===== config.mk =====
export PLATFORM = sky130hd
export DESIGN_NAME = mem_port_arbiter
export DESIGN_NICKNAME = d
export VERILOG_FILES = /design/src/rtl/mem_arb_pkg.sv /design/src/rtl/arb_tag_pipe.sv /design/src/rtl/mem_port_arbiter.sv
export SDC_FILE = /design/constraint.sdc
export NUM_CORES = 1
export LEC_CHECK = 0
export ABC_AREA = 1
export BUFFER_PORTS_ARGS = -buffer_cell sky130_fd_sc_hd__buf_2
export CORE_AREA = 2 2 106 108
export CTS_BUF_LIST = sky130_fd_sc_hd__clkbuf_2
export CTS_CLUSTER_SIZE = 28
export DETAILED_ROUTE_END_ITERATION = 8
export DIE_AREA = 0 0 108 110
export PLACE_DENSITY = 0.69
export SLEW_MARGIN = 20
export SYNTH_ARGS = -nofsm -noshare
export SYNTH_HDL_FRONTEND = slang
export SYNTH_SLANG_ARGS = --single-unit

===== constraint.sdc =====
create_clock -name clk -period 1.62 [get_ports clk]
set_input_delay 0.081 -clock clk [delete_from_list [all_inputs] [get_ports clk]]
set_output_delay 0.081 -clock clk [all_outputs]
set_load 0.01 [all_outputs]

===== src/rtl/mem_arb_pkg.sv =====
// mem_arb_pkg: shared types for the instruction/data SRAM port arbiter.
//   owner_e           : which CPU port owns an in-flight access
//   tag_t             : per-stage bookkeeping {valid, owner, is_write, killed}
//   TAG_IDLE          : empty stage value
//   DEFAULT_ADDR_MASK : kseg fold applied to every issued address
//   apply_kill()      : marks a valid fetch-owned tag as killed when kill is high
package mem_arb_pkg;

    typedef enum logic {
        OWN_INST = 1'b0,
        OWN_DATA = 1'b1
    } owner_e;

    typedef struct packed {
        logic   valid;
        owner_e owner;
        logic   is_write;
        logic   killed;
    } tag_t;

    localparam logic [31:0] DEFAULT_ADDR_MASK = 32'h1FFF_FFFF;

    localparam tag_t TAG_IDLE = '{valid: 1'b0, owner: OWN_INST, is_write: 1'b0, killed: 1'b0};

    // Data accesses belong to older instructions and are never killed.
    function automatic tag_t apply_kill(input tag_t t, input logic kill);
        tag_t r;
        r = t;
        if (kill && t.valid && (t.owner == OWN_INST)) begin
            r.killed = 1'b1;
        end
        return r;
    endfunction

endpackage


===== src/rtl/arb_tag_pipe.sv =====
// arb_tag_pipe: MEM_LAT-deep tag shift register tracking in-flight accesses so
// each memory response can be routed back to its owner.
//   clk, resetn    : clock, asynchronous active-low reset (clears every stage)
//   push           : an access is issued this cycle (enters stage 0)
//   push_owner     : owner of the pushed access (owner_e encoding)
//   push_write     : pushed access is a store
//   kill           : kill every in-flight fetch (the one pushed now survives)
//   tail_*         : oldest stage, whose memory data is valid this cycle
//   busy           : any stage valid
module arb_tag_pipe
    import mem_arb_pkg::*;
#(
    parameter int MEM_LAT = 1
)
(
    input  logic clk,
    input  logic resetn,
    input  logic push,
    input  logic push_owner,
    input  logic push_write,
    input  logic kill,
    output logic tail_valid,
    output logic tail_owner,
    output logic tail_write,
    output logic tail_killed,
    output logic busy
);

    tag_t stage_q [MEM_LAT];
    tag_t stage_d [MEM_LAT];
    tag_t tail_now;

    // Stage 0 takes the new access unkilled: a fetch granted together with a
    // flush belongs to the redirected stream. Older stages pick up the kill
    // as they shift.
    always_comb begin
        for (int i = 0; i < MEM_LAT; i++) begin
            stage_d[i] = TAG_IDLE;
        end
        if (push) begin
            stage_d[0].valid    = 1'b1;
            stage_d[0].owner    = owner_e'(push_owner);
            stage_d[0].is_write = push_write;
        end
        for (int i = 1; i < MEM_LAT; i++) begin
            stage_d[i] = apply_kill(stage_q[i-1], kill);
        end
    end

    always_ff @(posedge clk or negedge resetn) begin
        if (!resetn) begin
            for (int i = 0; i < MEM_LAT; i++) begin
                stage_q[i] <= TAG_IDLE;
            end
        end else begin
            stage_q <= stage_d;
        end
    end

    // The tail is responding this cycle; a flush arriving now suppresses it
    // too, since the fetch it belongs to is being thrown away.
    assign tail_now    = apply_kill(stage_q[MEM_LAT-1], kill);
    assign tail_valid  = tail_now.valid;
    assign tail_owner  = tail_now.owner;
    assign tail_write  = tail_now.is_write;
    assign tail_killed = tail_now.killed;

    always_comb begin
        busy = 1'b0;
        for (int i = 0; i < MEM_LAT; i++) begin
            busy = busy | stage_q[i].valid;
        end
    end

endmodule


===== src/rtl/mem_port_arbiter.sv =====
// mem_port_arbiter: shares one single-port fixed-latency SRAM between the CPU
// fetch port (inst_*) and data port (data_*).
//   clk, resetn            : clock, asynchronous active-low reset
//   inst_req/addr/gnt      : fetch request handshake
//   inst_rvalid/rdata      : fetch response (rdata held when not valid)
//   inst_flush             : kill all fetches already issued
//   data_req/wen/addr/wdata/gnt : data request handshake (wen == 0 is a load)
//   data_rvalid/rdata      : load data or store-complete pulse (rdata 0 for stores)
//   mem_en/wen/addr/wdata  : memory macro strobe and write side
//   mem_rdata              : memory read data, valid MEM_LAT cycles after mem_en
//   busy                   : any access in flight
// Parameters: MEM_LAT (1..4), ADDR_MASK, STARVE_MAX.
// Optional macro MEM_ARB_FAIR_EN: after STARVE_MAX consecutive data grants
// while a fetch waits, the fetch wins once.
//
// Handshake: a requester raises req with its address/payload and holds them
// stable until it sees gnt high in the same cycle; the access is accepted in
// that cycle. gnt is combinational from req and is forced low in reset.
module mem_port_arbiter
    import mem_arb_pkg::*;
#(
    parameter int          MEM_LAT    = 1,
    parameter logic [31:0] ADDR_MASK  = DEFAULT_ADDR_MASK,
    parameter int          STARVE_MAX = 4
)
(
    input  logic        clk,
    input  logic        resetn,
    input  logic        inst_req,
    input  logic [31:0] inst_addr,
    output logic        inst_gnt,
    output logic        inst_rvalid,
    output logic [31:0] inst_rdata,
    input  logic        inst_flush,
    input  logic        data_req,
    input  logic [3:0]  data_wen,
    input  logic [31:0] data_addr,
    input  logic [31:0] data_wdata,
    output logic        data_gnt,
    output logic        data_rvalid,
    output logic [31:0] data_rdata,
    output logic        mem_en,
    output logic [3:0]  mem_wen,
    output logic [31:0] mem_addr,
    output logic [31:0] mem_wdata,
    input  logic [31:0] mem_rdata,
    output logic        busy
);

    logic        pick_data;
    logic        pick_inst;
    logic        inst_starved;
    logic        tail_valid;
    logic        tail_owner;
    logic        tail_write;
    logic        tail_killed;
    logic        resp_ok;
    logic [31:0] data_resp;
    logic [31:0] inst_hold_q;
    logic [31:0] data_hold_q;

`ifdef MEM_ARB_FAIR_EN
    localparam int STARVE_W = $clog2(STARVE_MAX + 1);
    logic [STARVE_W-1:0] starve_cnt_q;

    assign inst_starved = (starve_cnt_q == STARVE_W'(STARVE_MAX));

    // Counts data grants that overtook a waiting fetch.
    always_ff @(posedge clk or negedge resetn) begin
        if (!resetn) begin
            starve_cnt_q <= '0;
        end else if (!inst_req || pick_inst) begin
            starve_cnt_q <= '0;
        end else if (pick_data) begin
            starve_cnt_q <= starve_cnt_q + STARVE_W'(1);
        end
    end
`else
    logic unused_starve_max;
    assign inst_starved      = 1'b0;
    assign unused_starve_max = ^STARVE_MAX;
`endif

    // Data wins by default: it belongs to the older instruction, so letting
    // fetches through first could deadlock the pipeline.
    assign pick_data = resetn & data_req & ~(inst_starved & inst_req);
    assign pick_inst = resetn & inst_req & ~pick_data;

    assign inst_gnt  = pick_inst;
    assign data_gnt  = pick_data;
    assign mem_en    = pick_inst | pick_data;
    assign mem_addr  = pick_data ? (data_addr & ADDR_MASK) :
                       pick_inst ? (inst_addr & ADDR_MASK) : 32'h0;
    assign mem_wen   = pick_data ? data_wen   : 4'h0;
    assign mem_wdata = pick_data ? data_wdata : 32'h0;

    arb_tag_pipe #(
        .MEM_LAT (MEM_LAT)
    ) u_tag_pipe (
        .clk         (clk),
        .resetn      (resetn),
        .push        (mem_en),
        .push_owner  (pick_data),
        .push_write  (pick_data & (|data_wen)),
        .kill        (inst_flush),
        .tail_valid  (tail_valid),
        .tail_owner  (tail_owner),
        .tail_write  (tail_write),
        .tail_killed (tail_killed),
        .busy        (busy)
    );

    assign resp_ok     = tail_valid & ~tail_killed;
    assign inst_rvalid = resp_ok & (tail_owner == logic'(OWN_INST));
    assign data_rvalid = resp_ok & (tail_owner == logic'(OWN_DATA));
    assign data_resp   = tail_write ? 32'h0 : mem_rdata;

    // Read data passes straight through in the response cycle; between
    // responses the last delivered word is held.
    always_ff @(posedge clk or negedge resetn) begin
        if (!resetn) begin
            inst_hold_q <= 32'h0;
            data_hold_q <= 32'h0;
        end else begin
            if (inst_rvalid) begin
                inst_hold_q <= mem_rdata;
            end
            if (data_rvalid) begin
                data_hold_q <= data_resp;
            end
        end
    end

    assign inst_rdata = inst_rvalid ? mem_rdata : inst_hold_q;
    assign data_rdata = data_rvalid ? data_resp : data_hold_q;

endmodule


==> run_summary.xml, run 1 <==
<?xml version="1.0" encoding="UTF-8"?>
<metrics>
  <group name="status">
    <metric name="run_status" unit="">complete, but fails checks</metric>
    <metric name="violations" unit="">negative setup slack</metric>
  </group>
  <group name="floorplanning">
    <metric name="design.core.area" unit="um^2">10700</metric>
    <metric name="die_x" unit="um">108</metric>
    <metric name="initial_core_utilization" unit="%">32.2</metric>
    <metric name="floorplan.die.height" unit="um">110</metric>
    <metric name="io_pins" unit="">275</metric>
    <metric name="dieArea" unit="um^2">11900</metric>
    <metric name="rows" unit="">38</metric>
  </group>
  <group name="global_route">
    <metric name="grt-ovfl-total" unit="">0</metric>
    <metric name="first_global_vias" unit="">3821</metric>
    <metric name="wire_length_of_the_first_global_routing_pass" unit="um">20200</metric>
    <metric name="groute.usage.overall" unit="%">22.3</metric>
    <metric name="antenna_found_initial" unit="">1</metric>
    <metric name="maximum_number_of_pins_on_one_net_before_global_route_repair" unit="">68</metric>
  </group>
  <group name="synth">
    <metric name="synth_area" unit="um^2">3440</metric>
    <metric name="post_synth_mux_area_share" unit="%">0</metric>
    <metric name="synth.avg_cell_area" unit="um^2">7.32</metric>
    <metric name="synth_seq_cells" unit="">67</metric>
    <metric name="post_synthesis_simple_gate_area_fraction" unit="%">34.3</metric>
    <metric name="synth_xor_area_share" unit="%">0</metric>
    <metric name="proportion_of_synthesized_chip_area_in_sequential_cells" unit="%">48.7</metric>
    <metric name="netlist_instances" unit="">470</metric>
    <metric name="synth_top_family_by_area" unit="">simple AND/OR/NAND/NOR gates</metric>
    <metric name="synth_compound_gate_area_share" unit="%">5.89</metric>
    <metric name="synthesis.yosys.warnings" unit="">0</metric>
    <metric name="post_synth_adder_cell_area" unit="%">0</metric>
    <metric name="post_synth_num_cell_types" unit="">17</metric>
  </group>
  <group name="final_layout">
    <metric name="area_growth" unit="%">65.3</metric>
    <metric name="post-route-util" unit="%">53.2</metric>
    <metric name="nets" unit="">908</metric>
    <metric name="post_layout_nonfiller_instances" unit="">916</metric>
    <metric name="n_fill_cell" unit="">1037</metric>
    <metric name="diodes" unit="">0</metric>
    <metric name="post_route_cells_drive_above_1_share" unit="%">44.7</metric>
  </group>
  <group name="timing">
    <metric name="min_period_over_period" unit="%">113</metric>
    <metric name="final.setup.worst_slack" unit="ns">-0.210</metric>
    <metric name="timing.final.max_slew_violations" unit="">0</metric>
    <metric name="setup_viol" unit="">66</metric>
    <metric name="whs" unit="ns">0.0158</metric>
    <metric name="max_slew_margin" unit="%">42.9</metric>
    <metric name="finClkSkew" unit="ns">0.0647</metric>
    <metric name="setup_repair_after_global_routing_missed_its_margin" unit="">true</metric>
    <metric name="actual_slew_at_the_worst_max_slew_pin" unit="ns">0.857</metric>
    <metric name="timing_hold_violations_final" unit="">0</metric>
    <metric name="clock.fmax" unit="MHz">546</metric>
    <metric name="min_period" unit="ns">1.83</metric>
  </group>
  <group name="power_and_ir_drop">
    <metric name="p_seq_share" unit="%">41.2</metric>
    <metric name="leakagePower" unit="uW">0.00351</metric>
    <metric name="power.density_cell_area" unit="nW/um^2">881</metric>
    <metric name="switching_power_share_of_the_total" unit="%">35.0</metric>
    <metric name="power.share.clock" unit="%">23.5</metric>
    <metric name="share_comb_of_total_power" unit="%">35.3</metric>
    <metric name="internal-power" unit="uW">3260</metric>
    <metric name="vdd_drop_max" unit="uV">414</metric>
    <metric name="power.switching" unit="uW">1750</metric>
  </group>
  <group name="clocking">
    <metric name="clock_sink_count" unit="">67</metric>
    <metric name="worstSkewPairLatency" unit="ns">0.54</metric>
    <metric name="cts-buffers-inserted" unit="">9</metric>
    <metric name="ctsHtreeMaxLevel" unit="">3</metric>
    <metric name="cts.root.buffer_cell" unit="">sky130_fd_sc_hd__clkbuf_2</metric>
    <metric name="cts.path.max_buffers" unit="">2</metric>
    <metric name="clock_pin_slew_reported_for_the_worst_setup_and_hold_paths_after_clock_tree_synthesis" unit="ns">0.25</metric>
    <metric name="clock_tree_from_tritoncts" unit="">done</metric>
  </group>
  <group name="critical_path">
    <metric name="critical_path.startpoint_type" unit="">register</metric>
    <metric name="worst_ep_required_time" unit="ns">1.54</metric>
    <metric name="critPathMaxFanout" unit="">13</metric>
    <metric name="worstPathArrival" unit="ns">1.75</metric>
    <metric name="critical_path.startpoint" unit="">u_tag_pipe.tail_owner$_DFF_PN0_</metric>
    <metric name="crit_path_end_kind" unit="">output port</metric>
    <metric name="critical_path_class" unit="">reg2out</metric>
    <metric name="r2r-start" unit="">u_tag_pipe.tail_owner$_DFF_PN0_</metric>
  </group>
  <group name="drt">
    <metric name="wirelength" unit="um">14500</metric>
    <metric name="detailedRoute.firstPassIterationCount" unit="">4</metric>
    <metric name="total_number_of_vias" unit="">4187</metric>
    <metric name="dr.first_iter.drc_count" unit="">331</metric>
    <metric name="viasPerCell" unit="">4.57</metric>
    <metric name="route.detailed.wl_per_inst" unit="um">15.8</metric>
    <metric name="route.detailed.drc" unit="">0</metric>
    <metric name="ant_nets" unit="">0</metric>
  </group>
  <group name="placed_design">
    <metric name="dp_wirelength" unit="um">10500</metric>
    <metric name="numPortBuffers" unit="">265</metric>
    <metric name="placedCellCount" unit="">857</metric>
    <metric name="gpl.final_weighted_congestion" unit="">0.831</metric>
  </group>
  <group name="min_path">
    <metric name="hold_path.class" unit="">in2reg</metric>
    <metric name="timing.hold.worst.start" unit="">data_req</metric>
  </group>
  <group name="run">
    <metric name="max_cap_viol_count" unit="">0</metric>
  </group>
</metrics>
[per-layer routing]
layer | up-vias | global-route usage, % | wire (um)
met1 | 1911 | 25.9 | 5440
met4 | 2 | 5.31 | 184
met3 | 19 | 6.41 | 1230
met5 | - | 0 | 13
met2 | 197 | 40.6 | 7630
li1 | 2058 | - | -
[synth_stat cells]
master	n	area, um^2
sky130_fd_sc_hd__nand4_1	32	200
sky130_fd_sc_hd__clkbuf_1	3	11.3
sky130_fd_sc_hd__nand3_2	1	10.0
sky130_fd_sc_hd__o21ai_0	13	65.1
sky130_fd_sc_hd__inv_2	1	3.75
sky130_fd_sc_hd__buf_2	23	115
sky130_fd_sc_hd__inv_1	41	154
sky130_fd_sc_hd__o21ai_1	9	45.0
sky130_fd_sc_hd__a21oi_1	1	5.00
sky130_fd_sc_hd__nor2_1	39	146
sky130_fd_sc_hd__o21ai_2	10	87.6
sky130_fd_sc_hd__buf_6	5	56.3
sky130_fd_sc_hd__nand2_2	1	6.26
sky130_fd_sc_hd__dfrtp_1	67	1680
sky130_fd_sc_hd__conb_1	1	3.75
sky130_fd_sc_hd__nand2_1	218	818
sky130_fd_sc_hd__buf_4	5	37.5
[flip-flops by register name (all words and copies together), names as in the netlist]
signal	cells
data_hold_q	32
inst_hold_q	32
u_tag_pipe.busy	1
u_tag_pipe.tail_owner	1
u_tag_pipe.tail_write	1
[cell type report]
cell class	count	area [um^2]	area share, %
Inverter	42	160	2.82
Multi-Input combinational cell	327	1500	26.3
Tap cell	140	175	3.08
Clock inverter	6	90.1	1.58
Clock buffer	10	50.0	0.880
Sequential cell	67	1680	29.5
Timing Repair Buffer	324	2040	35.8
[worst paths after layout]
| kind | depth (start not counted) | slack [ns] | to |
|---|---|---|---|
| max in group asynchronous | 3 | 0.71 | inst_hold_q[20]$_DFF_PN0_ |
| min in group asynchronous | 3 | 0.33 | data_hold_q[3]$_DFF_PN0_ |
| worst min-delay path | 4 | 0.02 | u_tag_pipe.tail_owner$_DFF_PN0_ |
| worst max register to register | 5 | 0.45 | inst_hold_q[28]$_DFF_PN0_ |
| worst min register to register | 2 | 0.49 | data_hold_q[31]$_DFF_PN0_ |
| worst max-delay path | 5 | -0.21 | data_rdata[2] |
[stage by stage]
step	power (uW)	TNS, ns	cell area (um^2)	worst slack [ns]
after floorplan	2850	0	3450	0.388
after global placement	3580	0	4880	0.371
after detailed placement	3610	0	4880	0.344
after CTS	4870	-10.99	5430	-0.224
after global routing	5300	-16.61	5690	-0.299
final	5010	-9.62	5690	-0.210
[worst max-delay path, stage by stage (launching register included)]
cell and delay [ns]:
sky130_fd_sc_hd__dfrtp_2 0.50, sky130_fd_sc_hd__nand2_4 0.17, sky130_fd_sc_hd__buf_12 0.16, sky130_fd_sc_hd__nand2_1 0.05
sky130_fd_sc_hd__o21ai_1 0.13, sky130_fd_sc_hd__buf_2 0.19
[repair_timing]
action | in CTS | in global routing
buffers inserted | 1 | 1
endpoints found under the setup margin | 66 | 68
cloned | 0 | 3
hold buffers | 37 | 2
pin swaps | 0 | 1
resized for setup | 13 | 56
endpoints found under the hold margin | 133 | 1
[placed cells by master (no fill, tap or decap), types with 2 or more instances in the layout]
| cell | count |
|---|---|
| sky130_fd_sc_hd__bufinv_16 | 2 |
| sky130_fd_sc_hd__o21ai_2 | 19 |
| sky130_fd_sc_hd__clkbuf_2 | 10 |
| sky130_fd_sc_hd__dfrtp_1 | 66 |
| sky130_fd_sc_hd__buf_6 | 14 |
| sky130_fd_sc_hd__buf_2 | 255 |
| sky130_fd_sc_hd__nor2_1 | 38 |
| sky130_fd_sc_hd__buf_4 | 10 |
| sky130_fd_sc_hd__o21ai_1 | 13 |
| sky130_fd_sc_hd__clkinv_4 | 2 |
| sky130_fd_sc_hd__nand4_1 | 32 |
| sky130_fd_sc_hd__dlygate4sd3_1 | 38 |
| sky130_fd_sc_hd__inv_1 | 41 |
| sky130_fd_sc_hd__nand2_2 | 21 |
| sky130_fd_sc_hd__nand2_1 | 197 |
| sky130_fd_sc_hd__conb_1 | 3 |
| sky130_fd_sc_hd__buf_12 | 5 |
| sky130_fd_sc_hd__clkbuf_16 | 2 |
[cell families after synthesis]
| kind of cell | after synthesis |
|---|---|
| simple gates | 291 |
| buf+inv | 78 |
| flops | 67 |
| compound gates | 33 |
| other cells | 1 |
[power by group through the flow]
stage          Sequential, uW  Clock, uW  Combinational (uW)
2_1_floorplan            2070          0                 781
3_3_place_gp             2080          0                1500
3_5_place_dp             2090          0                1520
4_1_cts                  2050       1210                1610
5_1_grt                  2090       1270                1940
6_report                 2070       1180                1770
Note: power is estimated with default switching activity, not from simulation.
==> run 2: changes to the inputs <==
--- a/config.mk
+++ b/config.mk
@@ -6,13 +6,12 @@
 export NUM_CORES = 1
 export LEC_CHECK = 0
 export ABC_AREA = 1
-export BUFFER_PORTS_ARGS = -buffer_cell sky130_fd_sc_hd__buf_2
-export CORE_AREA = 2 2 106 108
-export CTS_BUF_LIST = sky130_fd_sc_hd__clkbuf_2
+export CORE_AREA = 2 2 108 110
 export CTS_CLUSTER_SIZE = 28
 export DETAILED_ROUTE_END_ITERATION = 8
-export DIE_AREA = 0 0 108 110
-export PLACE_DENSITY = 0.69
+export DIE_AREA = 0 0 110 112
+export DONT_BUFFER_PORTS = 1
+export PLACE_DENSITY = 0.46
 export SLEW_MARGIN = 20
 export SYNTH_ARGS = -nofsm -noshare
 export SYNTH_HDL_FRONTEND = slang
==> run 2 against run 1 <==
The run ends with negative hold slack left. Worst setup slack gained 0.31 ns. Utilization down 11 points. Combinational power down 27%. Critical path depth up 1. Clock-buffer cell count decreased by 1. Sequential share of layout area rose by 6.4 points. Cell area decreased by 18%. Sequential power about the same. Clock power increased by 63%. Fmax is 20% higher. Register-to-register slack got worse by 0.03 ns. Wire length decreased by 13%. Critical endpoint is now inst_rdata[11].
==> run_summary.xml, run 2 (synthesized netlist as in run 1, its figures left out) <==
<?xml version="1.0" encoding="UTF-8"?>
<metrics>
  <group name="drt">
    <metric name="ant_nets" unit="">0</metric>
    <metric name="dr.first_iter.drc_count" unit="">168</metric>
    <metric name="wirelength" unit="um">12600</metric>
    <metric name="route.detailed.drc" unit="">0</metric>
    <metric name="route.detailed.wl_per_inst" unit="um">18.2</metric>
    <metric name="viasPerCell" unit="">4.92</metric>
    <metric name="detailedRoute.firstPassIterationCount" unit="">4</metric>
    <metric name="total_number_of_vias" unit="">3417</metric>
  </group>
  <group name="final_layout">
    <metric name="post_route_cells_drive_above_1_share" unit="%">17.8</metric>
    <metric name="n_fill_cell" unit="">1130</metric>
    <metric name="multiInputGateArea" unit="um^2">1430</metric>
    <metric name="layout.cells.most_common" unit="">sky130_fd_sc_hd__nand2_1</metric>
    <metric name="reg.largest.list" unit="">data_hold_q x32, inst_hold_q x32</metric>
    <metric name="regArea" unit="um^2">1680</metric>
    <metric name="layout_common_cells" unit="">sky130_fd_sc_hd__nand2_1, sky130_fd_sc_hd__dfrtp_1, sky130_fd_sc_hd__buf_4</metric>
    <metric name="diodes" unit="">0</metric>
    <metric name="nets" unit="">684</metric>
    <metric name="area_growth" unit="%">35.9</metric>
  </group>
  <group name="clocking">
    <metric name="clock_pin_slew_reported_for_the_worst_setup_and_hold_paths_after_clock_tree_synthesis" unit="ns">0.06</metric>
    <metric name="ctsHtreeMaxLevel" unit="">3</metric>
    <metric name="cts-buffers-inserted" unit="">9</metric>
    <metric name="cts.path.max_buffers" unit="">2</metric>
    <metric name="worstSkewPairLatency" unit="ns">0.32</metric>
    <metric name="cts.root.buffer_cell" unit="">sky130_fd_sc_hd__clkbuf_16</metric>
    <metric name="clock_sink_count" unit="">67</metric>
    <metric name="clock_tree_from_tritoncts" unit="">done</metric>
  </group>
  <group name="timing">
    <metric name="setup_repair_after_global_routing_missed_its_margin" unit="">false</metric>
    <metric name="timing_hold_violations_final" unit="">67</metric>
    <metric name="setup_tns" unit="ns">0</metric>
    <metric name="clock.fmax" unit="MHz">656</metric>
    <metric name="timing.final.max_slew_violations" unit="">0</metric>
    <metric name="finClkSkew" unit="ns">0.00911</metric>
    <metric name="whs" unit="ns">-0.556</metric>
    <metric name="min_period_over_period" unit="%">94.1</metric>
    <metric name="min_period" unit="ns">1.52</metric>
    <metric name="setup_viol" unit="">0</metric>
  </group>
  <group name="global_route">
    <metric name="antenna_found_initial" unit="">0</metric>
    <metric name="met2_usage" unit="%">29.8</metric>
    <metric name="grt-busiest-layer" unit="">met2</metric>
    <metric name="first_global_vias" unit="">3313</metric>
    <metric name="groute.usage.overall" unit="%">19.3</metric>
    <metric name="use_met1" unit="%">25.4</metric>
    <metric name="maximum_number_of_pins_on_one_net_before_global_route_repair" unit="">70</metric>
    <metric name="grt.met3_usage" unit="%">6.73</metric>
    <metric name="wire_length_of_the_first_global_routing_pass" unit="um">17800</metric>
    <metric name="grt-ovfl-total" unit="">0</metric>
  </group>
  <group name="critical_path">
    <metric name="worst_ep_required_time" unit="ns">1.54</metric>
    <metric name="crit_path_end_kind" unit="">output port</metric>
    <metric name="critical_path_class" unit="">reg2out</metric>
    <metric name="critPathMaxFanout" unit="">14</metric>
    <metric name="worstPathArrival" unit="ns">1.44</metric>
    <metric name="critical_path.startpoint_type" unit="">register</metric>
  </group>
  <group name="status">
    <metric name="run_status" unit="">complete, but fails checks</metric>
    <metric name="violations" unit="">negative hold slack</metric>
  </group>
  <group name="floorplanning">
    <metric name="floorplan.die.height" unit="um">112</metric>
    <metric name="initial_core_utilization" unit="%">30.8</metric>
    <metric name="die_x" unit="um">110</metric>
    <metric name="io_pins" unit="">275</metric>
    <metric name="rows" unit="">39</metric>
    <metric name="design.core.area" unit="um^2">11200</metric>
    <metric name="dieArea" unit="um^2">12300</metric>
  </group>
  <group name="placed_design">
    <metric name="dp_wirelength" unit="um">8870</metric>
    <metric name="gpl.final_weighted_congestion" unit="">0.824</metric>
    <metric name="numPortBuffers" unit="">0</metric>
  </group>
  <group name="run">
    <metric name="max_cap_viol_count" unit="">0</metric>
  </group>
  <group name="power_and_ir_drop">
    <metric name="vdd_drop_max" unit="uV">555</metric>
    <metric name="power.density_cell_area" unit="nW/um^2">1130</metric>
    <metric name="leakagePower" unit="uW">0.00260</metric>
  </group>
  <group name="min_path">
    <metric name="hold_path.class" unit="">in2async</metric>
  </group>
</metrics>
## run 2: changes by cell type in the layout (fill, tap and decap cells not counted), sizes merged
cell	change
buf	-224
bufinv	-1
clkbuf	-1
clkinv	+1
clkinvlp	-1
inv	+1
## run 2: path summary, 6_finish.rpt
path | startpoint | to | slack (ns) | cells after the start
worst max-delay path | u_tag_pipe.tail_owner$_DFF_PN0_ | inst_rdata[11] | 0.1 | 6
worst min-delay path | resetn | inst_hold_q[29]$_DFF_PN0_ | -0.56 | 0
worst max register to register | u_tag_pipe.tail_owner$_DFF_PN0_ | inst_hold_q[21]$_DFF_PN0_ | 0.42 | 5
worst min register to register | inst_hold_q[11]$_DFF_PN0_ | inst_hold_q[11]$_DFF_PN0_ | 0.47 | 2
max in group asynchronous | resetn | u_tag_pipe.busy$_DFF_PN0_ | 2.03 | 0
min in group clk | mem_rdata[23] | inst_hold_q[23]$_DFF_PN0_ | 0.02 | 2
## run 2: stage by stage
step	worst slack, ns	cell area (um^2)	power [uW]	instances	util, %
after detailed placement	0.328	3880	3270	637	34.8
after CTS	0.0000451	4550	5300	689	40.7
final	0.0963	4680	5280	694	41.9
after global placement	0.345	3880	3240	637	34.8
after floorplan	0.388	3450	2850	472	-
after global routing	0.00904	4680	5570	694	41.9
## run 2: final cells by class
type | instances | area share [%]
clock buffers | 9 | 4.82
repair buffers | 100 | 20.1
flip-flops and latches | 67 | 35.9
well taps | 143 | 3.83
clock inverters | 6 | 1.42
multi-input cells | 327 | 30.6
inverters | 42 | 3.37
## run 2: repair_timing
| action | CTS | global route |
|---|---|---|
| hold endpoints to repair | 113 | 68 |
| setup endpoints to repair | 7 | 33 |
| resized for setup | 6 | 22 |
| gates cloned | 0 | 2 |
| hold buffers | 37 | 1 |
| buffers inserted | 0 | 2 |
## run 2: per-layer routing
metal	vias to the layer above	wire length, um
li1	1605	-
met3	14	1230
met5	-	0
met4	0	250
met1	1607	5200
met2	191	5950
## run 2: power breakdown
part / leakage [uW] / internal, uW / switching (uW)
clock: 0.000146 / 1190 / 730
combinational: 0.00162 / 484 / 818
sequential: 0.000836 / 1980 / 82.9
## run 2: worst max-delay path, stage by stage (launching register included)
cell,delay [ns]
sky130_fd_sc_hd__dfrtp_1,0.41
sky130_fd_sc_hd__inv_2,0.11
sky130_fd_sc_hd__nand3_4,0.14
sky130_fd_sc_hd__buf_12,0.19
sky130_fd_sc_hd__nand2_1,0.06
sky130_fd_sc_hd__nand2_1,0.06
sky130_fd_sc_hd__buf_4,0.15
